[config.mk]
export PLATFORM = sky130hd
export DESIGN_NAME = clock_divider
export DESIGN_NICKNAME = d
export VERILOG_FILES = /design/src/rtl/clock_divider_pkg.sv /design/src/rtl/clock_divider_reset_sync.sv /design/src/rtl/clock_divider.sv
export SDC_FILE = /design/constraint.sdc
export NUM_CORES = 1
export LEC_CHECK = 0
export BUFFER_PORTS_ARGS = -buffer_cell sky130_fd_sc_hd__buf_2
export CAP_MARGIN = 0
export CORE_AREA = 2 2 39 41
export CTS_CLUSTER_SIZE = 12
export DETAILED_ROUTE_END_ITERATION = 10
export DIE_AREA = 0 0 41 43
export PLACE_DENSITY = 0.36
export SYNTH_ARGS = -nofsm -noshare
export SYNTH_HDL_FRONTEND = slang
export SYNTH_SLANG_ARGS = --single-unit
[constraint.sdc]
create_clock -name clk_in -period 1.34 [get_ports clk_in]
set_input_delay 0.268 -clock clk_in [delete_from_list [all_inputs] [get_ports clk_in]]
set_output_delay 0.268 -clock clk_in [all_outputs]
set_load 0.005 [all_outputs]
[src/rtl/clock_divider_pkg.sv]
// Shared constants for the clock divider: synchroniser depth, legal divide
// exponents and the counter width derived from the exponent.
package clock_divider_pkg;

   localparam int SYNC_STAGES  = 2;
   localparam int P_FACTOR_MIN = 1;
   localparam int P_FACTOR_MAX = 30;

   function automatic int cnt_width(input int p);
      return p + 1;
   endfunction

endpackage

[src/rtl/clock_divider_reset_sync.sv]
// Active-low reset synchroniser: asserts asynchronously, releases after
// STAGES rising edges of clk_in.
module clock_divider_reset_sync
   import clock_divider_pkg::*;
#(
   parameter int STAGES = SYNC_STAGES
) (
   input  logic clk_in,
   input  logic rst_async_n,
   output logic rst_sync_n
);

   logic [STAGES-1:0] sync_q;
   logic [STAGES-1:0] sync_d;

   always_comb begin
      sync_d = {sync_q[STAGES-2:0], 1'b1};
   end

   always_ff @(posedge clk_in or negedge rst_async_n) begin
      if (!rst_async_n) begin
         sync_q <= '0;
      end else begin
         sync_q <= sync_d;
      end
   end

   assign rst_sync_n = sync_q[STAGES-1];

endmodule

[src/rtl/clock_divider.sv]
// Divides clk_in by 2^(p_factor+1) with 50 % duty; clk_out is the MSB of a
// free-running up-counter, so it comes straight from a flop.
module clock_divider
   import clock_divider_pkg::*;
#(
   parameter int p_factor = 2
) (
   input  logic clk_in,
   input  logic rst,
   output logic clk_out
);

   localparam int CNT_W = cnt_width(p_factor);

   if (p_factor < P_FACTOR_MIN || p_factor > P_FACTOR_MAX) begin : g_bad_param
      $error("clock_divider: p_factor must be within 1..30");
   end

   logic             rst_sync_n;
   logic [CNT_W-1:0] count_q;
   logic [CNT_W-1:0] count_d;
   logic             running_q;
   logic             running_d;

   clock_divider_reset_sync #(
      .STAGES(SYNC_STAGES)
   ) u_reset_sync (
      .clk_in      (clk_in),
      .rst_async_n (rst),
      .rst_sync_n  (rst_sync_n)
   );

   // The first step after release jumps by the synchroniser depth, so the low
   // phase measured from the rst release cycle is exactly 2^p_factor cycles.
   always_comb begin
      running_d = 1'b1;
      if (running_q) begin
         count_d = count_q + CNT_W'(1);
      end else begin
         count_d = CNT_W'(SYNC_STAGES);
      end
   end

   always_ff @(posedge clk_in or negedge rst_sync_n) begin
      if (!rst_sync_n) begin
         count_q   <= '0;
         running_q <= 1'b0;
      end else begin
         count_q   <= count_d;
         running_q <= running_d;
      end
   end

   assign clk_out = count_q[CNT_W-1];

endmodule

==> results of run 1 <==
[flip-flops by register name, indices dropped and copies added (netlist names)]
name	count
count_q	3
running_q	1
u_reset_sync.sync_q	2
[cell families (layout without fill, tap and decap cells)]
logic type,after synthesis,count (layout),share of synthesized area
other cells,1,2,0.0193
simple gates,3,3,0.0968
flops,6,6,0.774
buf+inv,0,6,0
xor+xnor,1,1,0.0452
fa+ha+maj,1,1,0.0645
[through the flow]
| stage | setup slack [ns] | area, µm² | total power (µW) |
|---|---|---|---|
| 2_1_floorplan | 0.399 | 198 | 218 |
| 4_1_cts | 0.312 | 260 | 399 |
| 3_3_place_gp | 0.381 | 228 | 226 |
| 5_1_grt | 0.287 | 260 | 416 |
| 6_report | 0.329 | 260 | 387 |
| 3_5_place_dp | 0.370 | 228 | 227 |
[metal layers]
layer / wire [µm] / part of all wire
met5: 0 / 0
met4: 0 / 0
met1: 82 / 0.37
met3: 34 / 0.15
met2: 104 / 0.47
[worst max-delay path by stage]
stage	startpoint	to	slack [ns]	cells past startpoint
floorplan	count_q[0]$_DFF_PN0_	count_q[2]$_DFF_PN0_	0.40	3
global placement	count_q[0]$_DFF_PN0_	count_q[2]$_DFF_PN0_	0.38	3
detailed placement	count_q[0]$_DFF_PN0_	count_q[2]$_DFF_PN0_	0.37	3
CTS	count_q[2]$_DFF_PN0_	clk_out	0.31	1
global route	count_q[2]$_DFF_PN0_	clk_out	0.29	1
finish	count_q[2]$_DFF_PN0_	clk_out	0.33	1
[area by class of cell]
class | instances | area (µm²) | share of cell area
well taps | 16 | 20.0 | 0.0769
clock buffers | 3 | 22.5 | 0.0865
multi-input cells | 7 | 47.5 | 0.183
repair buffers | 3 | 20.0 | 0.0769
flip-flops and latches | 6 | 150 | 0.577
[synth_stat cells]
library cell / number
and2_1: 1
conb_1: 1
ha_1: 1
nand2b_1: 1
xor2_1: 1
nor2b_1: 1
dfrtp_1: 6
[report_power, final]
part	switching, µW	total (µW)	internal, µW
sequential	7.64	203	196
combinational	8.89	23.4	14.5
clock	59.9	161	101
total	76.4	387	311
==> impl_metrics.json, run 1 <==
{
  "root_buffer": "clkbuf_4",
  "gp_congestion": 0.501,
  "grt_pass1_wl_um": 393,
  "remaining_drc_errors": 0,
  "irDropWorstVdd_v": 0.000405,
  "syn-cell-area_um2": 194,
  "fillers": 150,
  "grt_use_met1": 0.0332,
  "core_um2": 1380,
  "hold_slack_ns": 0.0571,
  "cap_violations": 0,
  "insertion_delay_ns": 0.24,
  "hp-class": "flip-flop to asynchronous set/reset pin",
  "via_per_inst": 2.94,
  "rows": 14,
  "globalRouteMet2Util": 0.0406,
  "cts_buffers": 3,
  "grt_pass1_vias": 104,
  "first_pass_iters": 1,
  "leakage_uw": 0.000125,
  "postSynthAreaPerCell_um2": 16.2,
  "grt_max_degree": 5,
  "startpoint_type": "flip-flop",
  "r2r-start": "count_q[0]$_DFF_PN0_",
  "crit_path_end_kind": "output port",
  "place_inst": 31,
  "rr_endpoint": "count_q[2]$_DFF_PN0_",
  "yosysSeqAreaShare": 0.774,
  "ys_top_cells_by_area": "dfrtp_1 (77%), ha_1 (6.5%), xor2_1 (4.5%)",
  "rsz0062_at_grt": "false",
  "dpl.hpwl_um": 159,
  "clkTransAtPathRegs_ns": 0.04,
  "tritoncts": "yes",
  "reg2regPathDepth": 3,
  "setup_tns_ns": 0,
  "dieHeight_um": 43,
  "synth.distinct_cells": 7,
  "cp_data_arrival_time_ns": 0.74,
  "die-area_um2": 1760,
  "start_util": 0.140,
  "vias": 103,
  "first_iter_violations": 0,
  "final_common_cell": "dfrtp_1",
  "antenna_found_initial": 0,
  "postCtsHoldBufs": 1,
  "clock-sinks": 6,
  "grt_busiest_layer": "met3",
  "clockBufferDepth": 2,
  "cp_top_family": "flip-flops",
  "post-route-min-period_ns": 1.01,
  "yosysWarnings": 0,
  "crit_path_max_incr_delay_ns": 0.37,
  "powerDensity_nw_per_um2": 1490,
  "finalCritPeriodShare": 0.754,
  "globalRouteMet3Util": 0.0628,
  "finish.utilization": 0.188,
  "netlist.area_leader.share": 0.774,
  "cts-resized-gates": 0,
  "finalClockSkew_ns": 0.00220,
  "finalHoldViolCount": 0,
  "grt_usage": 0.0416,
  "setup_viol": 0,
  "status": "complete, no violations",
  "rrSetupSlack_ns": 0.37,
  "worstPathRequired_ns": 1.07,
  "syn_inst": 12,
  "routed_wl_um": 221,
  "drive_above_1_share": 0.263,
  "die_w_um": 41,
  "io_pins": 3,
  "syn_to_final_growth_pct": 34.2,
  "cts_setup_buffers": 0,
  "routedWlPerCell_um": 6.31,
  "worstPathMaxFanout": 2,
  "ys_seq_elements": 6,
  "overflow": 0,
  "final_cells": 35,
  "slew_viol_final": 0,
  "crit_buf_inv": 1,
  "diodes": 0,
  "postRouteAntennaNets": 0,
  "portBuffers": 2,
  "max_clock_freq_ghz": 0.989,
  "cp_cell_sequence": "buf_2",
  "synth_area_leader_cell": "dfrtp_1",
  "path_class": "flip-flop to output port",
  "htree_levels": 1,
  "final_nets": 24,
  "final_cell_mix": "dfrtp_1 (6), clkbuf_4 (3), buf_2 (2), conb_1 (2)",
  "crit_slowest_cell": "dfrtp_1"
}
Note: power is estimated with default switching activity, not from simulation.
==> run 2, diff against run 1 <==
- ABC_AREA: unset -> 1
- PLACE_DENSITY: 0.36 -> 0.37
- clock period: 1.34 -> 0.8 ns (I/O delays scaled with it)
==> impl_metrics.json, run 2 <==
{
  "htree_levels": 1,
  "synth_area_leader_cell": "dfrtp_1",
  "routedWlPerCell_um": 6.95,
  "grt_pass1_vias": 134,
  "clockBufferDepth": 2,
  "cap_violations": 0,
  "grt_usage": 0.0476,
  "violations": "negative setup slack",
  "rrSetupSlack_ns": -0.15,
  "synth.most_common_cell": "dfrtp_1",
  "diodes": 0,
  "leakage_uw": 0.000140,
  "rows": 14,
  "ys_top_cells_by_area": "dfrtp_1 (77%), ha_1 (6.4%), nor2_1 (5.8%)",
  "synth_commonest_cells": "dfrtp_1 (6), nor2_1 (3), nand2_1 (2)",
  "stdcell_area_um2": 297,
  "r2r-start": "count_q[1]$_DFF_PN0_",
  "reg_top3": "count_q: 3 flops, u_reset_sync.sync_q: 2 flops, running_q: 1 flops",
  "crit_path_end_kind": "flip-flop",
  "hp-class": "flip-flop to asynchronous set/reset pin",
  "root_buffer": "clkbuf_4",
  "grt_max_degree": 5,
  "startpoint_type": "flip-flop",
  "start_util": 0.141,
  "remaining_drc_errors": 0,
  "top_register": "count_q",
  "regArea_um2": 150,
  "final_nets": 29,
  "drive_above_1_share": 0.375,
  "reg2regPathDepth": 2,
  "post-route-min-period_ns": 0.946,
  "multi_input_area_um2": 65.1,
  "yosysWarnings": 0,
  "slew_viol_final": 0,
  "vias": 130,
  "finish.utilization": 0.214,
  "cp_data_arrival_time_ns": 1.07,
  "worstPathMaxFanout": 1,
  "syn_to_final_growth_pct": 51.9,
  "place_inst": 34,
  "postSynthAreaPerCell_um2": 13.0,
  "grt_pass1_wl_um": 496,
  "overflow": 0,
  "routed_wl_um": 278,
  "path_class": "flip-flop to flip-flop",
  "largest_register_ff_count": 3,
  "powerDensity_nw_per_um2": 2260,
  "antenna_found_initial": 0,
  "final_common_cell": "dfrtp_1",
  "cts_buffers": 3,
  "die_w_um": 41,
  "yosysSeqAreaShare": 0.769,
  "syn_inst": 15,
  "dieHeight_um": 43,
  "placed_area_um2": 229,
  "core_um2": 1380,
  "setup_viol": 4,
  "gp_congestion": 0.496,
  "rsz0062_at_grt": "true",
  "synth.distinct_cells": 7,
  "via_per_inst": 3.25,
  "fillers": 143,
  "postRouteAntennaNets": 0,
  "setup_tns_ns": -0.286,
  "synthArstFlopShare": 1.00,
  "ys_seq_elements": 6,
  "first_pass_iters": 1,
  "clock-sinks": 6,
  "netlist.area_leader.share": 0.769,
  "final_cells": 40,
  "postLayoutSetupSlackWorst_ns": -0.146,
  "finalClockSkew_ns": 0.00114,
  "rr_endpoint": "count_q[1]$_DFF_PN0_",
  "worstPathRequired_ns": 0.92,
  "first_iter_violations": 0,
  "dpl.hpwl_um": 206,
  "finalCritPeriodShare": 1.18,
  "syn-cell-area_um2": 195,
  "ys.flop_type": "dfrtp_1",
  "die-area_um2": 1760,
  "max_clock_freq_ghz": 1.06,
  "io_pins": 3,
  "portBuffers": 2,
  "irDropWorstVdd_v": 0.00109,
  "status": "complete, but fails checks",
  "finalHoldViolCount": 0,
  "synth-edff-count": 0,
  "insertion_delay_ns": 0.24,
  "final_cell_mix": "dfrtp_1 (6), clkbuf_4 (3)",
  "clkTransAtPathRegs_ns": 0.04,
  "tritoncts": "yes"
}
run 2: metrics by stage:
stage	hold slack, ns	total power [µW]	worst slack, ns
after floorplan	-0.136	360	-0.125
after global placement	-0.0550	372	-0.136
after detailed placement	-0.0521	375	-0.146
after CTS	0.0635	666	-0.137
after global routing	0.0782	725	-0.175
final	0.0614	669	-0.146
run 2: report_power, final:
group,switching [µW],internal [µW],leakage (µW)
combinational,21.6,32.5,0.0000553
sequential,17.0,326,0.0000706
clock,103,169,0.0000138
run 2: layout make-up:
class,instances,share of cell area
sequential,6,0.506
multi-input combinational,9,0.219
timing repair buffer,5,0.118
clock buffer,3,0.0759
tap,16,0.0675
inverter,1,0.0127
run 2: logic make-up after synthesis:
kind of cell,share of synthesized area
other,0.0192
and+or+nand+nor,0.128
DFF,0.769
adders and majority gates,0.0641
buffers and inverters,0.0192
run 2: worst max-delay path by stage:
stage	start	endpoint	slack, ns	cells after the start
floorplan	count_q[1]$_DFF_PN0_	count_q[1]$_DFF_PN0_	-0.12	2
global placement	count_q[1]$_DFF_PN0_	count_q[1]$_DFF_PN0_	-0.14	2
detailed placement	count_q[0]$_DFF_PN0_	count_q[1]$_DFF_PN0_	-0.15	2
CTS	count_q[0]$_DFF_PN0_	count_q[1]$_DFF_PN0_	-0.14	2
global route	count_q[1]$_DFF_PN0_	count_q[1]$_DFF_PN0_	-0.17	2
finish	count_q[1]$_DFF_PN0_	count_q[1]$_DFF_PN0_	-0.15	2
run 2: per-layer routing:
layer	share of wire	track usage
met1	0.36	0.0363
met2	0.48	0.0656
met3	0.15	0.0628
met4	0	0.0200
met5	0	0
run 2: critical path, stage by stage (launching register included):
cell and delay (ns):
dfrtp_1 0.39, ha_4 0.23, or2_1 0.21
run 2: timing repair:
item / in CTS / in global routing
hold endpoints to repair: 2 / 0
setup buffers: 1 / 1
resized for setup: 1 / 3
pin swaps: 0 / 1
endpoints found under the setup margin: 3 / 3
hold buffers: 1 / 0
==> run 3, diff against run 2 <==
- CTS_BUF_LIST: unset -> sky130_fd_sc_hd__clkbuf_8
==> impl_metrics.json, run 3 (synthesized netlist as in run 2, its figures left out) <==
{
  "regArea_um2": 150,
  "clock-sinks": 6,
  "rsz0062_at_grt": "true",
  "remaining_drc_errors": 0,
  "finalClockSkew_ns": 0.00346,
  "clockBufferDepth": 2,
  "fillers": 146,
  "dpl.hpwl_um": 206,
  "startpoint_type": "flip-flop",
  "drive_above_1_share": 0.375,
  "via_per_inst": 3.25,
  "final_nets": 29,
  "io_pins": 3,
  "grt_pass1_wl_um": 524,
  "cts_buffers": 3,
  "finalHoldViolCount": 0,
  "top_register": "count_q",
  "path_class": "flip-flop to flip-flop",
  "clkTransAtPathRegs_ns": 0.04,
  "status": "complete, but fails checks",
  "root_buffer": "clkbuf_8",
  "insertion_delay_ns": 0.22,
  "portBuffers": 2,
  "cp_top_family": "flip-flops",
  "diodes": 0,
  "worstPathMaxFanout": 1,
  "grt_max_degree": 5,
  "final_common_cell": "dfrtp_1",
  "placed_area_um2": 229,
  "slew_viol_final": 0,
  "start_util": 0.141,
  "first_iter_violations": 0,
  "crit_path_max_incr_delay_ns": 0.38,
  "cp_data_arrival_time_ns": 1.05,
  "max_clock_freq_ghz": 1.06,
  "crit_buf_inv": 0,
  "hp-class": "flip-flop to asynchronous set/reset pin",
  "htree_levels": 1,
  "gp_congestion": 0.496,
  "power_uw": 836,
  "dieHeight_um": 43,
  "final_cell_mix": "dfrtp_1 (6), clkbuf_8 (3)",
  "final_cells": 40,
  "stdcell_area_um2": 315,
  "syn_to_final_growth_pct": 61.5,
  "routed_wl_um": 282,
  "largest_register_ff_count": 3,
  "setup_viol": 4,
  "pre_cts_slack_ns": -0.146,
  "violations": "negative setup slack",
  "overflow": 0,
  "grt_pass1_vias": 145,
  "irDropWorstVdd_v": 0.00131,
  "finalCritPeriodShare": 1.18,
  "grt_usage": 0.0496,
  "reg_top3": "count_q: 3 flops, u_reset_sync.sync_q: 2 flops, running_q: 1 flops",
  "post-route-min-period_ns": 0.945,
  "rows": 14,
  "place_inst": 34,
  "antenna_found_initial": 0,
  "die_w_um": 41,
  "cp_cell_sequence": "ha_4, or2_1",
  "powerDensity_nw_per_um2": 2650,
  "die-area_um2": 1760,
  "routedWlPerCell_um": 7.05,
  "worstPathRequired_ns": 0.90,
  "postRouteAntennaNets": 0,
  "crit_path_end_kind": "flip-flop",
  "cap_violations": 0,
  "finish.utilization": 0.228,
  "postLayoutSetupSlackWorst_ns": -0.145,
  "multi_input_area_um2": 65.1,
  "tritoncts": "yes",
  "first_pass_iters": 1,
  "crit_slowest_cell": "dfrtp_1",
  "core_um2": 1380,
  "vias": 130,
  "leakage_uw": 0.000147
}
run 3: cell count changes in the layout (fill, tap and decap cells not counted):
cell      previous run  this run
clkbuf_4             3         0
clkbuf_8             0         3
run 3: layout make-up:
type,count,area share
Tap cell,16,0.0635
Sequential cell,6,0.476
Inverter,1,0.0119
Multi-Input combinational cell,9,0.206
Timing Repair Buffer,5,0.111
Clock buffer,3,0.131
run 3: stage by stage:
stage | setup TNS, ns | hold WS, ns
6_report | -0.262 | 0.0566
5_1_grt | -0.401 | 0.0761
4_1_cts | -0.238 | 0.0666
3_5_place_dp | -0.172 | -0.0521
3_3_place_gp | -0.136 | -0.0550
2_1_floorplan | -0.125 | -0.136
run 3: routing by layer:
metal / GRT usage / vias up / wire [µm]
li1: - / 60 / -
met1: 0.0396 / 67 / 120
met2: 0.0688 / 3 / 138
met3: 0.0628 / 0 / 24
met4: 0.0200 / 0 / 0
met5: 0 / - / 0
run 3: report_power, final:
part | internal (µW) | switching (µW) | total, µW
registers | 327 | 16.9 | 344
logic | 32.4 | 21.6 | 54.0
clock network | 322 | 116 | 438
total | 681 | 155 | 836
run 3: worst paths after layout:
| path | cells after the start | from | slack, ns | to |
|---|---|---|---|---|
| worst max-delay path | 2 | count_q[1]$_DFF_PN0_ | -0.14 | count_q[1]$_DFF_PN0_ |
| worst min-delay path | 0 | u_reset_sync.sync_q[1]$_DFF_PN0_ | 0.06 | count_q[1]$_DFF_PN0_ |
| worst max register to register | 2 | count_q[1]$_DFF_PN0_ | -0.14 | count_q[1]$_DFF_PN0_ |
| worst min register to register | 0 | u_reset_sync.sync_q[1]$_DFF_PN0_ | 0.06 | count_q[1]$_DFF_PN0_ |
| max in group asynchronous | 2 | rst | 0.45 | u_reset_sync.sync_q[1]$_DFF_PN0_ |
| min in group clk_in | 0 | u_reset_sync.sync_q[0]$_DFF_PN0_ | 0.35 | u_reset_sync.sync_q[1]$_DFF_PN0_ |
run 3: repair_timing:
item,in CTS,in global routing
cloned,0,0
hold buffers,1,0
hold endpoints to repair,2,0
setup endpoints to repair,3,3
buffers inserted,1,1
gates resized for setup,1,3
pin swaps,0,1
run 3: worst reg2reg max path, stage by stage (launching register included):
cell	delay, ns
dfrtp_1	0.38
ha_4	0.23
or2_1	0.21
